==> src/rtl/romarb.sv <==
// romarb: arbiter between the mapper's PRG and CHR ROM fetch ports and the
// single external ROM memory port. PRG maps to the lower half of ROM space,
// CHR to the upper half. Each port keeps a one-entry last-byte cache so a
// repeated fetch of the same address is answered without a memory access.
//
// Ports:
//   clk, rst               system clock, asynchronous active-high reset
//   promaddr/promreq       PRG fetch request (level, held until promack)
//   promack/promdata       PRG one-cycle completion pulse and held read data
//   cromaddr/cromreq       CHR fetch request (level, held until cromack)
//   cromack/cromdata       CHR one-cycle completion pulse and held read data
//   flush                  one-cycle pulse invalidating both cache entries
//   maddr/mreq             external request, {port, address}, held until mack
//   mack/mrdata            external completion pulse with same-cycle data
module romarb #(
   parameter int unsigned CACHE = 1,
   localparam int unsigned AW = 21,
   localparam int unsigned DW = 8,
   localparam int unsigned MW = AW + 1
) (
   input  logic          clk,
   input  logic          rst,
   input  logic [AW-1:0] promaddr,
   input  logic          promreq,
   output logic          promack,
   output logic [DW-1:0] promdata,
   input  logic [AW-1:0] cromaddr,
   input  logic          cromreq,
   output logic          cromack,
   output logic [DW-1:0] cromdata,
   input  logic          flush,
   output logic [MW-1:0] maddr,
   output logic          mreq,
   input  logic          mack,
   input  logic [DW-1:0] mrdata
);

   typedef enum logic [1:0] {
      IDLE = 2'd0,
      MEM  = 2'd1,
      RESP = 2'd2
   } state_t;

   state_t state, state_d;

   // Port encoding throughout: 0 = PRG, 1 = CHR.
   logic                 last, last_d;
   logic                 gport, gport_d;
   logic [AW-1:0]        gaddr, gaddr_d;

   // One-entry cache per port.
   logic [1:0]           valid, valid_d;
   logic [1:0][AW-1:0]   tag, tag_d;
   logic [1:0][DW-1:0]   cdat, cdat_d;

   logic                 promack_d, cromack_d;
   logic [DW-1:0]        promdata_d, cromdata_d;
   logic                 mreq_d;
   logic [MW-1:0]        maddr_d;

   logic                 peli_c, celi_c, sel_c, hit_c;
   logic [AW-1:0]        saddr_c;
   logic                 rsp_c, rport_c;
   logic [DW-1:0]        rdata_c;

   // Next-state, grant, cache lookup/fill and response generation.
   always_comb begin
      state_d    = state;
      last_d     = last;
      gport_d    = gport;
      gaddr_d    = gaddr;
      valid_d    = flush ? 2'b00 : valid;
      tag_d      = tag;
      cdat_d     = cdat;
      promack_d  = 1'b0;
      cromack_d  = 1'b0;
      promdata_d = promdata;
      cromdata_d = cromdata;
      mreq_d     = mreq;
      maddr_d    = maddr;
      rsp_c      = 1'b0;
      rport_c    = gport;
      rdata_c    = '0;

      // A req seen during its own ack cycle is the tail of the finished request.
      peli_c  = promreq & ~promack;
      celi_c  = cromreq & ~cromack;
      // On contention pick the port opposite the last contended grant.
      sel_c   = (peli_c & celi_c) ? ~last : celi_c;
      saddr_c = sel_c ? cromaddr : promaddr;
      // A flush in the lookup cycle already counts as invalidating the entry.
      hit_c   = (CACHE != 0) && valid[sel_c] && (tag[sel_c] == saddr_c) && !flush;

      unique case (state)
         IDLE: begin
            if (peli_c | celi_c) begin
               if (peli_c & celi_c) last_d = sel_c;
               gport_d = sel_c;
               gaddr_d = saddr_c;
               if (hit_c) begin
                  rsp_c   = 1'b1;
                  rport_c = sel_c;
                  rdata_c = cdat[sel_c];
               end else begin
                  state_d = MEM;
                  mreq_d  = 1'b1;
                  maddr_d = {sel_c, saddr_c};
               end
            end
         end
         MEM: begin
            if (mack) begin
               mreq_d  = 1'b0;
               rsp_c   = 1'b1;
               rport_c = gport;
               rdata_c = mrdata;
               // The fill is written even if a flush arrived while waiting.
               if (CACHE != 0) begin
                  valid_d[gport] = 1'b1;
                  tag_d[gport]   = gaddr;
                  cdat_d[gport]  = mrdata;
               end
            end
         end
         RESP: state_d = IDLE;
         default: state_d = IDLE;
      endcase

      // Both hit and fill paths converge here: one-cycle ack plus data update.
      if (rsp_c) begin
         state_d = RESP;
         if (rport_c) begin
            cromack_d  = 1'b1;
            cromdata_d = rdata_c;
         end else begin
            promack_d  = 1'b1;
            promdata_d = rdata_c;
         end
      end
   end

   // State and output registers.
   always_ff @(posedge clk or posedge rst) begin
      if (rst) begin
         state    <= IDLE;
         last     <= 1'b1;
         gport    <= 1'b0;
         gaddr    <= '0;
         valid    <= 2'b00;
         tag      <= '0;
         cdat     <= '0;
         promack  <= 1'b0;
         cromack  <= 1'b0;
         promdata <= '0;
         cromdata <= '0;
         mreq     <= 1'b0;
         maddr    <= '0;
      end else begin
         state    <= state_d;
         last     <= last_d;
         gport    <= gport_d;
         gaddr    <= gaddr_d;
         valid    <= valid_d;
         tag      <= tag_d;
         cdat     <= cdat_d;
         promack  <= promack_d;
         cromack  <= cromack_d;
         promdata <= promdata_d;
         cromdata <= cromdata_d;
         mreq     <= mreq_d;
         maddr    <= maddr_d;
      end
   end

endmodule
==> config.mk <==
export PLATFORM = sky130hd
export DESIGN_NAME = romarb
export DESIGN_NICKNAME = d
export VERILOG_FILES = /design/src/rtl/romarb.sv
export SDC_FILE = /design/constraint.sdc
export NUM_CORES = 1
export LEC_CHECK = 0
export CAP_MARGIN = 10
export CORE_AREA = 4 4 104 106
export DETAILED_ROUTE_END_ITERATION = 8
export DIE_AREA = 0 0 108 110
export DONT_BUFFER_PORTS = 1
export PLACE_DENSITY_LB_ADDON = 0.1
export SLEW_MARGIN = 10
export SYNTH_ARGS = -nofsm -noshare
export SYNTH_HDL_FRONTEND = slang
export SYNTH_SLANG_ARGS = --single-unit
==> constraint.sdc <==
create_clock -name clk -period 3.67 [get_ports clk]
set_input_delay 0.1835 -clock clk [delete_from_list [all_inputs] [get_ports clk]]
set_output_delay 0.1835 -clock clk [all_outputs]
set_load 0.1 [all_outputs]
==> results.toml, run 1 <==
[global_routing]
grt_overflow = 0
first_global_vias = 3969
grt_usage = 0.241
grt_max_degree = 68
grt_pass1_wl_mm = 21.4
antenna_found_initial = 0

[yosys]
synth_top_area_share = 0.560
yosysSeqAreaShare = 0.565
synth.most_common_cell = "dfrtp_1"
synth_ff_type = "dfrtp_1"
synthesis.area_um2 = 5580
yosysWarnings = 0
synth_area_leader_cell = "dfrtp_1"
synth_edf_count = 0
avgSynthCellArea_um2 = 12.1
yosys-top-cells-area = "dfrtp_1, mux2_2, xnor2_1, o22a_1, o21a_1"
yosysUniqueCellTypes = 35
syn_nets = 517
yosys-top-cells-count = "dfrtp_1, mux2_2, nand2_1"
postSynthCellCount = 461
postSynth.asyncResetShare = 1.00
ys_seq_elements = 126

[timing]
hold_viol = 0
fin_skew_ns = 0.0101
final-setup-viol-count = 0
finalSetupTns_ns = 0
min_period_over_period = 0.717
slew_headroom = 0.333
period_needed_ns = 2.63
worstMarginPinSlew_ns = 1.00
final_max_slew_viol_count = 0
max_freq_mhz = 380
rsz0062_at_grt = "false"

[setup_path]
endpoint_kind = "flop"
ff2ff_path_depth = 6
r2r_start = "promack$_DFF_PP0_"
setup.worst_path.class = "reg2reg"
required_ns = 4.08
crit_fanout = 22
critPathArrivalTime_ns = 3.04
r2r_setup_slack_ns = 1.04
start_kind = "flop"
r2r_end = "maddr[21]$_DFFE_PP0P_"

[drt]
drt_iter0_drc = 211
post-route-drc-count = 0
post_drt_via_cell_ratio = 5.74
ant_nets = 0
vias = 3793
totalWireLength_mm = 13.4
wl_per_cell_um = 20.3
first_pass_iters = 4

[die]
die_w_um = 108
start_util = 0.571
dieArea_um2 = 11900
core_um2 = 9770
io_pins = 97
die_height_um = 110
row_count = 36

[placed_design]
dp.cells = 579
gp_congestion = 0.774
io_buffers = 0
dpl.hpwl_mm = 8.63

[job]
max-cap-violations = 0

[pwr]
p_per_area_nw_per_um2 = 1120
p_leak_nw = 2.82
ir_worst_vdd_mv = 0.810

[final_layout]
layout.cells.non_filler = 661
drive_above_1_share = 0.210
diodes = 0
syn2layout_area_growth_pct = 22.6
final_nets = 571

[hold_path]
min-delay-path-class = "in2reg"
whs_endpoint = "gaddr[15]$_DFFE_PP0P_"
hp-start = "promaddr[15]"
min_delay_path_depth = 3

[cts]
post_cts_resized = 0
clockBufferDepth = 2
h-tree-depth = 4
clkSinkCount = 126
cts_buffers = 17
insertion_delay_ns = 0.52
clk_pin_slew_ns = 0.06
clockRootBuffer = "clkbuf_8"
cts_tree = "yes"

[run_status]
run_status = "complete, no violations"
-- how the worst max path moves through the flow --
stage / start / depth (start not counted) / slack [ns] / to
floorplan: rst / 1 / 0.13 / cdat[0]$_DFFE_PP0P_
global placement: promack$_DFF_PP0_ / 6 / 1.13 / maddr[21]$_DFFE_PP0P_
detailed placement: promack$_DFF_PP0_ / 6 / 1.06 / maddr[21]$_DFFE_PP0P_
CTS: promack$_DFF_PP0_ / 6 / 1.06 / maddr[21]$_DFFE_PP0P_
global route: promack$_DFF_PP0_ / 6 / 0.93 / maddr[21]$_DFFE_PP0P_
finish: promack$_DFF_PP0_ / 6 / 1.04 / maddr[21]$_DFFE_PP0P_
-- cell families after synthesis --
| group | after synthesis | synth area share |
|---|---|---|
| DFF | 126 | 0.565 |
| xor gates and xnor gates | 36 | 0.0565 |
| buffers and inverters | 44 | 0.0338 |
| AOI/OAI and AO/OA | 96 | 0.134 |
| and+or+nand+nor | 99 | 0.0890 |
| muxes | 60 | 0.121 |
-- per-layer routing --
layer  global-route usage  up-vias  part of all wire
met5                    0        -                 0
met4               0.0676        0            0.0097
met3               0.0810       14             0.084
met2                0.384      124              0.48
met1                0.317     1911              0.43
li1                     -     1744                 -
-- cells in the final DEF, fill, tap and decap left out, drive strengths merged --
cell         count
a21o             3
o2111ai          1
o21ai            4
a221oi           8
nand2b           6
and4b            1
buf             10
nor3b            1
nand3           20
o21a            31
nand4bb          1
nand2           42
o32ai            1
nor4             2
dfstp            1
xnor2           36
bufinv           4
clkbuf          21
o211ai           3
nand4            9
a22oi            2
clkinv           5
mux2            60
dfrtp          125
a21oi           12
clkinvlp         2
dlygate4sd3     50
o22ai            2
nor3             2
inv             19
nor2            12
o22a            29
nor2b            3
-- what timing repair did --
item,CTS,global route
buffers inserted,0,0
setup endpoints to repair,0,0
hold endpoints to repair,133,0
hold buffers,50,0
-- layout make-up --
type,instances,area [um2]
clock buffer,21,449
fill,739,2930
multi-input combinational,291,2240
timing repair buffer,60,588
tap,133,166
inverter,19,73.8
clock inverter,11,164
sequential,126,3150
-- registers in the layout, indices dropped and copies added, names as in the netlist --
name / flops
tag: 42
maddr: 22
gaddr: 21
cdat: 16
cromdata: 8
promdata: 8
state: 2
valid: 2
cromack: 1
gport: 1
last: 1
mreq: 1
promack: 1
-- where the power goes --
part | leakage, nW | total, mW | internal [mW] | switching [mW]
clock | 0.298 | 1.71 | 1.13 | 0.581
sequential | 1.44 | 4.09 | 2.06 | 2.03
combinational | 1.08 | 1.88 | 1.02 | 0.854
total | 2.82 | 7.69 | 4.22 | 3.47
-- stage by stage --
step	worst slack (ns)	utilization	area (um2)	hold WS, ns	total power, mW
2_1_floorplan	0.132	-	5580	0.280	5.39
3_3_place_gp	1.13	0.586	5730	0.232	5.77
3_5_place_dp	1.06	0.586	5730	0.236	5.85
4_1_cts	1.06	0.700	6840	0.00645	7.72
5_1_grt	0.928	0.700	6840	0.0284	8.03
6_report	1.04	0.700	6840	0.0167	7.69
-- critical path, cell delays in order, from the launching register on --
cell	delay [ns]
dfrtp_1	0.40
nor2b_4	0.17
a21o_1	0.37
nor4_4	0.09
a22oi_1	0.24
o21a_1	0.82
mux2_2	0.41
No activity file was read; power rests on OpenSTA's default activity.
==> inputs of run 2 (changes only) <==
- ABC_AREA: not set -> 1
- CORE_AREA: 4 4 104 106 -> 4 4 113 115
- DIE_AREA: 0 0 108 110 -> 0 0 117 119
- clock period: 3.67 -> 2.11 ns (I/O delays scaled with it)
==> results.toml, run 2 <==
[pwr]
p_clk_frac = 0.209
p_per_area_nw_per_um2 = 1800
p_leak_nw = 4.84
switching_share = 0.481
ir_worst_vdd_mv = 1.48
combinationalPowerShare = 0.531
power.internal_mw = 8.41
p_switching_mw = 7.81
pwr-share-seq = 0.260

[yosys]
synth_top_area_share = 0.467
synth.most_common_cell = "nand2_1"
synth_edf_count = 0
synthAdderAreaFrac = 0
yosysUniqueCellTypes = 26
postSynthCellCount = 945
synth_top_family_by_area = "simple AND/OR/NAND/NOR gates"
synth-compound-area-share = 0.0848
postSynth.asyncResetShare = 1.00
ys_seq_elements = 126
synthesis.area_um2 = 6700
syn_nets = 1001
yosys.area_share.simple = 0.355
avgSynthCellArea_um2 = 7.09
yosys-top-cells-area = "dfrtp_1, nand2_1, o21ai_0, inv_1, nand3_1"
synthMuxAreaShare = 0
synth_ff_type = "dfrtp_1"
yosysSeqAreaShare = 0.471
yosys-top-cells-count = "nand2_1, dfrtp_1, o21ai_0"
yosysWarnings = 0
synth-xor-area-share = 0
synth_area_leader_cell = "dfrtp_1"

[global_routing]
grt_pass1_wl_mm = 30.3
grt_max_degree = 60
grt_overflow = 0
grt_usage = 0.277
antenna_found_initial = 0
first_global_vias = 6346

[placed_design]
gp_congestion = 0.844
dp.cells = 1143
dpl.hpwl_mm = 12.0
io_buffers = 0
placed_area_um2 = 7620

[die]
row_count = 40
io_pins = 97
core_um2 = 11800
dieArea_um2 = 13900
start_util = 0.567
die_height_um = 119
die_w_um = 117

[setup_path]
crit_path_top_delay_cell = "dfrtp_2"
critPathArrivalTime_ns = 2.84
start_kind = "flop"
cpPeakStageDelay_ns = 0.42
setup.worst_path.class = "reg2reg"
required_ns = 2.42
cpMostUsedCell = "nand2_2"
cp_top_family = "simple AND/OR/NAND/NOR gates"
crit_chain = "nor2_4, nand2_8, buf_12, buf_16, nand2_1, nand2_2, nand2_1, nand2_1, nor2_1, nand2_2, nor2_4, nand4_4, nand2_8, nand3_4, nand2_2, nand2_2"
endpoint_kind = "flop"
worst-path-buf-inv = 2
crit_fanout = 12

[job]
max-cap-violations = 0

[final_layout]
layout.cells.non_filler = 1210
regMostFlops = "tag"
largest_reg_flops = 42
stdcell_area_um2 = 9000
syn2layout_area_growth_pct = 34.3
drive_above_1_share = 0.193
final_common_cell = "nand2_1"
top_regs = "tag: 42 flops, maddr: 22 flops, gaddr: 21 flops"
most-common-layout-cells = "nand2_1, dfrtp_1, o21ai_0"
final_nets = 1106
diodes = 0

[drt]
ant_nets = 0
vias = 6610
wl_per_cell_um = 16.3
first_pass_iters = 6
drt_iter0_drc = 597
post_drt_via_cell_ratio = 5.46
post-route-drc-count = 0
totalWireLength_mm = 19.8

[timing]
hold_viol = 0
final_max_slew_viol_count = 0
finalSetupTns_ns = -15.70
fin_skew_ns = 0.0120
min_period_over_period = 1.20
slew_headroom = 0.495
final-setup-viol-count = 43
rsz0062_at_grt = "true"
worstMarginPinSlew_ns = 0.757
period_needed_ns = 2.52
fin_ws_ns = -0.413
max_freq_mhz = 396

[run_status]
run_status = "complete, but fails checks"
violations = "setup timing"

[cts]
clockBufferDepth = 2
clk_pin_slew_ns = 0.06
clkSinkCount = 126
cts_buffers = 17
insertion_delay_ns = 0.43
clockRootBuffer = "clkbuf_16"
cts_tree = "yes"
h-tree-depth = 4

[hold_path]
min-delay-path-class = "in2reg"
==> run 2: tightest hold or removal path: cells and delay by family <==
kind	cells	cell delay [ns]
AND/OR/NAND/NOR	4	0.31
==> run 2: routing by layer <==
metal,routed length [um],vias to the layer above,GRT usage
li1,-,3179,-
met5,0,-,0
met1,7910,3133,0.348
met2,9860,244,0.462
met3,1330,54,0.0600
met4,655,0,0.108
==> run 2: kinds of logic after synthesis <==
kind of cell	count (synthesis)
AOI/OAI and AO/OA	113
DFF	126
and+or+nand+nor	559
buffers and inverters	147
==> run 2: worst paths after layout <==
path,from,end,slack [ns],depth (start not counted)
max,cromack$_DFF_PP0_,cromdata[3]$_DFFE_PP0P_,-0.41,16
min in group asynchronous,rst,tag[16]$_DFFE_PP0P_,0.30,2
min reg2reg,gaddr[18]$_DFFE_PP0P_,gaddr[18]$_DFFE_PP0P_,0.49,2
max in group asynchronous,rst,maddr[9]$_DFFE_PP0P_,1.17,3
min,mrdata[0],promdata[0]$_DFFE_PP0P_,0.03,4
max reg2reg,cromack$_DFF_PP0_,cromdata[3]$_DFFE_PP0P_,-0.41,16
==> run 2: stage by stage <==
stage	worst slack [ns]	utilization	total power, mW	hold WS [ns]
CTS	-0.335	0.731	15.6	0.00723
floorplan	-0.273	-	9.97	0.201
global route	-0.559	0.762	17.2	0.0471
detailed placement	-0.467	0.645	11.9	0.144
global placement	-0.410	0.645	11.7	0.139
finish	-0.413	0.762	16.2	0.0338
==> run 2: cell type report <==
cell class / count / area [um2]
Multi-Input combinational cell: 674 / 3200
Sequential cell: 126 / 3160
Fill cell: 806 / 2810
Timing Repair Buffer: 133 / 1400
Clock buffer: 23 / 478
Inverter: 98 / 375
Clock inverter: 9 / 205
Tap cell: 147 / 184
==> run 2: repair_timing <==
action,CTS,global route
hold buffers,16,0
pin swaps,6,28
resized for setup,13,48
gates cloned,5,8
setup endpoints to repair,43,44
hold endpoints to repair,66,0
setup buffers,1,5
==> run 2: power by group through the flow <==
stage,clock network [mW],registers [mW],logic [mW]
after global routing,3.53,4.34,9.30
final,3.38,4.22,8.61
after global placement,0,4.14,7.56
after detailed placement,0,4.19,7.73
after floorplan,0,6.83,3.14
after CTS,3.39,4.17,7.99
==> inputs of run 3 (changes only) <==
- CELL_PAD_IN_SITES_DETAIL_PLACEMENT: not set -> 0
- CELL_PAD_IN_SITES_GLOBAL_PLACEMENT: not set -> 1
- CORE_AREA: 4 4 113 115 -> 4 4 133 135
- CTS_CLUSTER_SIZE: not set -> 40
- DIE_AREA: 0 0 117 119 -> 0 0 137 139
==> results.toml, run 3 (same netlist as run 2, synthesis figures left out) <==
[run_status]
run_status = "complete, but fails checks"
violations = "setup timing"

[placed_design]
dpl_worst_slack_ns = -0.494
io_buffers = 0
dpl.hpwl_mm = 12.9
gp_congestion = 0.809

[global_routing]
grt_overflow = 0
grt_pass1_wl_mm = 32.5
first_global_vias = 6078
grt_max_degree = 52
antenna_found_initial = 0
grt_usage = 0.218

[final_layout]
syn2layout_area_growth_pct = 44.8
final_common_cell = "nand2_1"
drive_above_1_share = 0.273
most-common-layout-cells = "nand2_1, dfrtp_1, buf_4"
diodes = 0
top_regs = "tag: 42 flops, maddr: 22 flops, gaddr: 21 flops"
fillers = 1503
final_nets = 1133
largest_reg_flops = 42
regMostFlops = "tag"

[die]
die_height_um = 139
row_count = 47
core_um2 = 16500
dieArea_um2 = 19000
die_w_um = 137
io_pins = 97
start_util = 0.407

[cts]
clockBufferDepth = 2
clkSinkCount = 126
insertion_delay_ns = 0.42
cts_buffers = 17
h-tree-depth = 4
clockRootBuffer = "clkbuf_16"
clk_pin_slew_ns = 0.06
cts_tree = "yes"

[drt]
totalWireLength_mm = 22.1
ant_nets = 0
wl_per_cell_um = 16.8
vias = 6589
post-route-drc-count = 0
drt_iter0_drc = 478
post_drt_via_cell_ratio = 5.03
first_pass_iters = 5

[timing]
period_needed_ns = 2.56
min_period_over_period = 1.21
fin_skew_ns = 0.00666
max_freq_mhz = 391
final_max_slew_viol_count = 0
slew_headroom = 0.658
fin_ws_ns = -0.447
final-setup-viol-count = 43
hold_viol = 0
rsz0062_at_grt = "true"
worstMarginPinSlew_ns = 0.512
hold-worst-slack_ns = 0.00820

[pwr]
p_total_mw = 16.6
ir_worst_vdd_mv = 1.26
p_per_area_nw_per_um2 = 1710
p_leak_nw = 5.10

[hold_path]
min_delay_path_depth = 3
hp-start = "cromaddr[14]"
whs_endpoint = "maddr[14]$_DFFE_PP0P_"
min-delay-path-class = "in2reg"

[setup_path]
r2r_setup_slack_ns = -0.45
cp_top_family = "simple AND/OR/NAND/NOR gates"
r2r_start = "last$_DFFE_PP1P_"
critPathArrivalTime_ns = 2.92
crit_chain = "nand3_4, buf_12, nand2_8, buf_12, nand2_4, nand2_4, buf_4, nand2_1, nand2_1, nand2_2, nor2_4, nand2_2, nor2_4, buf_6, nand4_4, nand2_4, nand3_1, nand2_1"
ff2ff_path_depth = 18
cpPeakStageDelay_ns = 0.55
r2r_end = "promdata[6]$_DFFE_PP0P_"
crit_fanout = 8
start_kind = "flop"
setup.worst_path.class = "reg2reg"
required_ns = 2.47
crit_path_top_delay_cell = "dfstp_2"
worst-path-buf-inv = 4
endpoint_kind = "flop"

[job]
max-cap-violations = 0
==> run 3: changes by cell type in the layout (fill, tap and decap cells not counted), sizes merged, moves of 4 or more <==
cell	previous run	this run
clkinv	3	9
dlygate4sd3	15	19
buf	112	130
bufinv	6	2
==> run 3: final cells by class <==
type,instances,area [um2],share of cell area
multi-input cells,675,3440,0.355
flip-flops and latches,126,3160,0.325
repair buffers,159,1880,0.194
clock buffers,20,457,0.0471
inverters,98,372,0.0383
well taps,220,275,0.0284
clock inverters,12,119,0.0123
==> run 3: report_power, final <==
| group | internal (mW) | total, mW | leakage [nW] | switching [mW] |
|---|---|---|---|---|
| clock network | 1.78 | 2.87 | 0.285 | 1.09 |
| registers | 3.57 | 4.21 | 1.59 | 0.641 |
| logic | 3.10 | 9.52 | 3.23 | 6.42 |
==> run 3: worst max-delay path by stage <==
stage / startpoint / to / slack, ns / depth (start not counted)
finish: last$_DFFE_PP1P_ / promdata[6]$_DFFE_PP0P_ / -0.45 / 18
global route: cromack$_DFF_PP0_ / cromdata[2]$_DFFE_PP0P_ / -0.56 / 19
CTS: last$_DFFE_PP1P_ / maddr[16]$_DFFE_PP0P_ / -0.34 / 18
detailed placement: last$_DFFE_PP1P_ / promdata[1]$_DFFE_PP0P_ / -0.49 / 16
global placement: last$_DFFE_PP1P_ / promdata[1]$_DFFE_PP0P_ / -0.43 / 16
floorplan: promack$_DFF_PP0_ / cromdata[0]$_DFFE_PP0P_ / -0.27 / 17
==> run 3: metal layers <==
layer	vias to the layer above	global-route usage	part of all wire
met5	-	0	0
met2	188	0.328	0.47
met1	3130	0.310	0.44
met3	29	0.0566	0.069
met4	0	0.0651	0.017
li1	3242	-	-
==> run 3: timing repair <==
| item | 4_1_cts | 5_1_grt |
|---|---|---|
| gates cloned | 12 | 13 |
| pin swaps | 4 | 36 |
| hold buffers | 19 | 0 |
| resized for setup | 59 | 101 |
| setup buffers | 13 | 15 |
| endpoints found under the setup margin | 43 | 43 |
| hold endpoints to repair | 172 | 0 |
==> run 3: metrics by stage <==
stage                     instances  area, um2   util  setup TNS (ns)
after detailed placement       1209       7660  0.465          -18.07
after global placement         1209       7660  0.465          -15.12
after CTS                      1285       9060  0.550          -13.17
final                          1310       9700  0.589          -17.11
after global routing           1310       9700  0.589          -21.96
after floorplan                 945       6810      -           -9.98
==> run 3: worst register-to-register path, stage by stage, from the launching register on <==
cell and delay [ns]:
dfstp_2 0.55, nand3_4 0.08, buf_12 0.17, nand2_8 0.13, buf_12 0.14, nand2_4 0.06, nand2_4 0.07, buf_4 0.10
nand2_1 0.04, nand2_1 0.09, nand2_2 0.07, nor2_4 0.14, nand2_2 0.09, nor2_4 0.17, buf_6 0.14, nand4_4 0.14
nand2_4 0.16, nand3_1 0.10, nand2_1 0.07
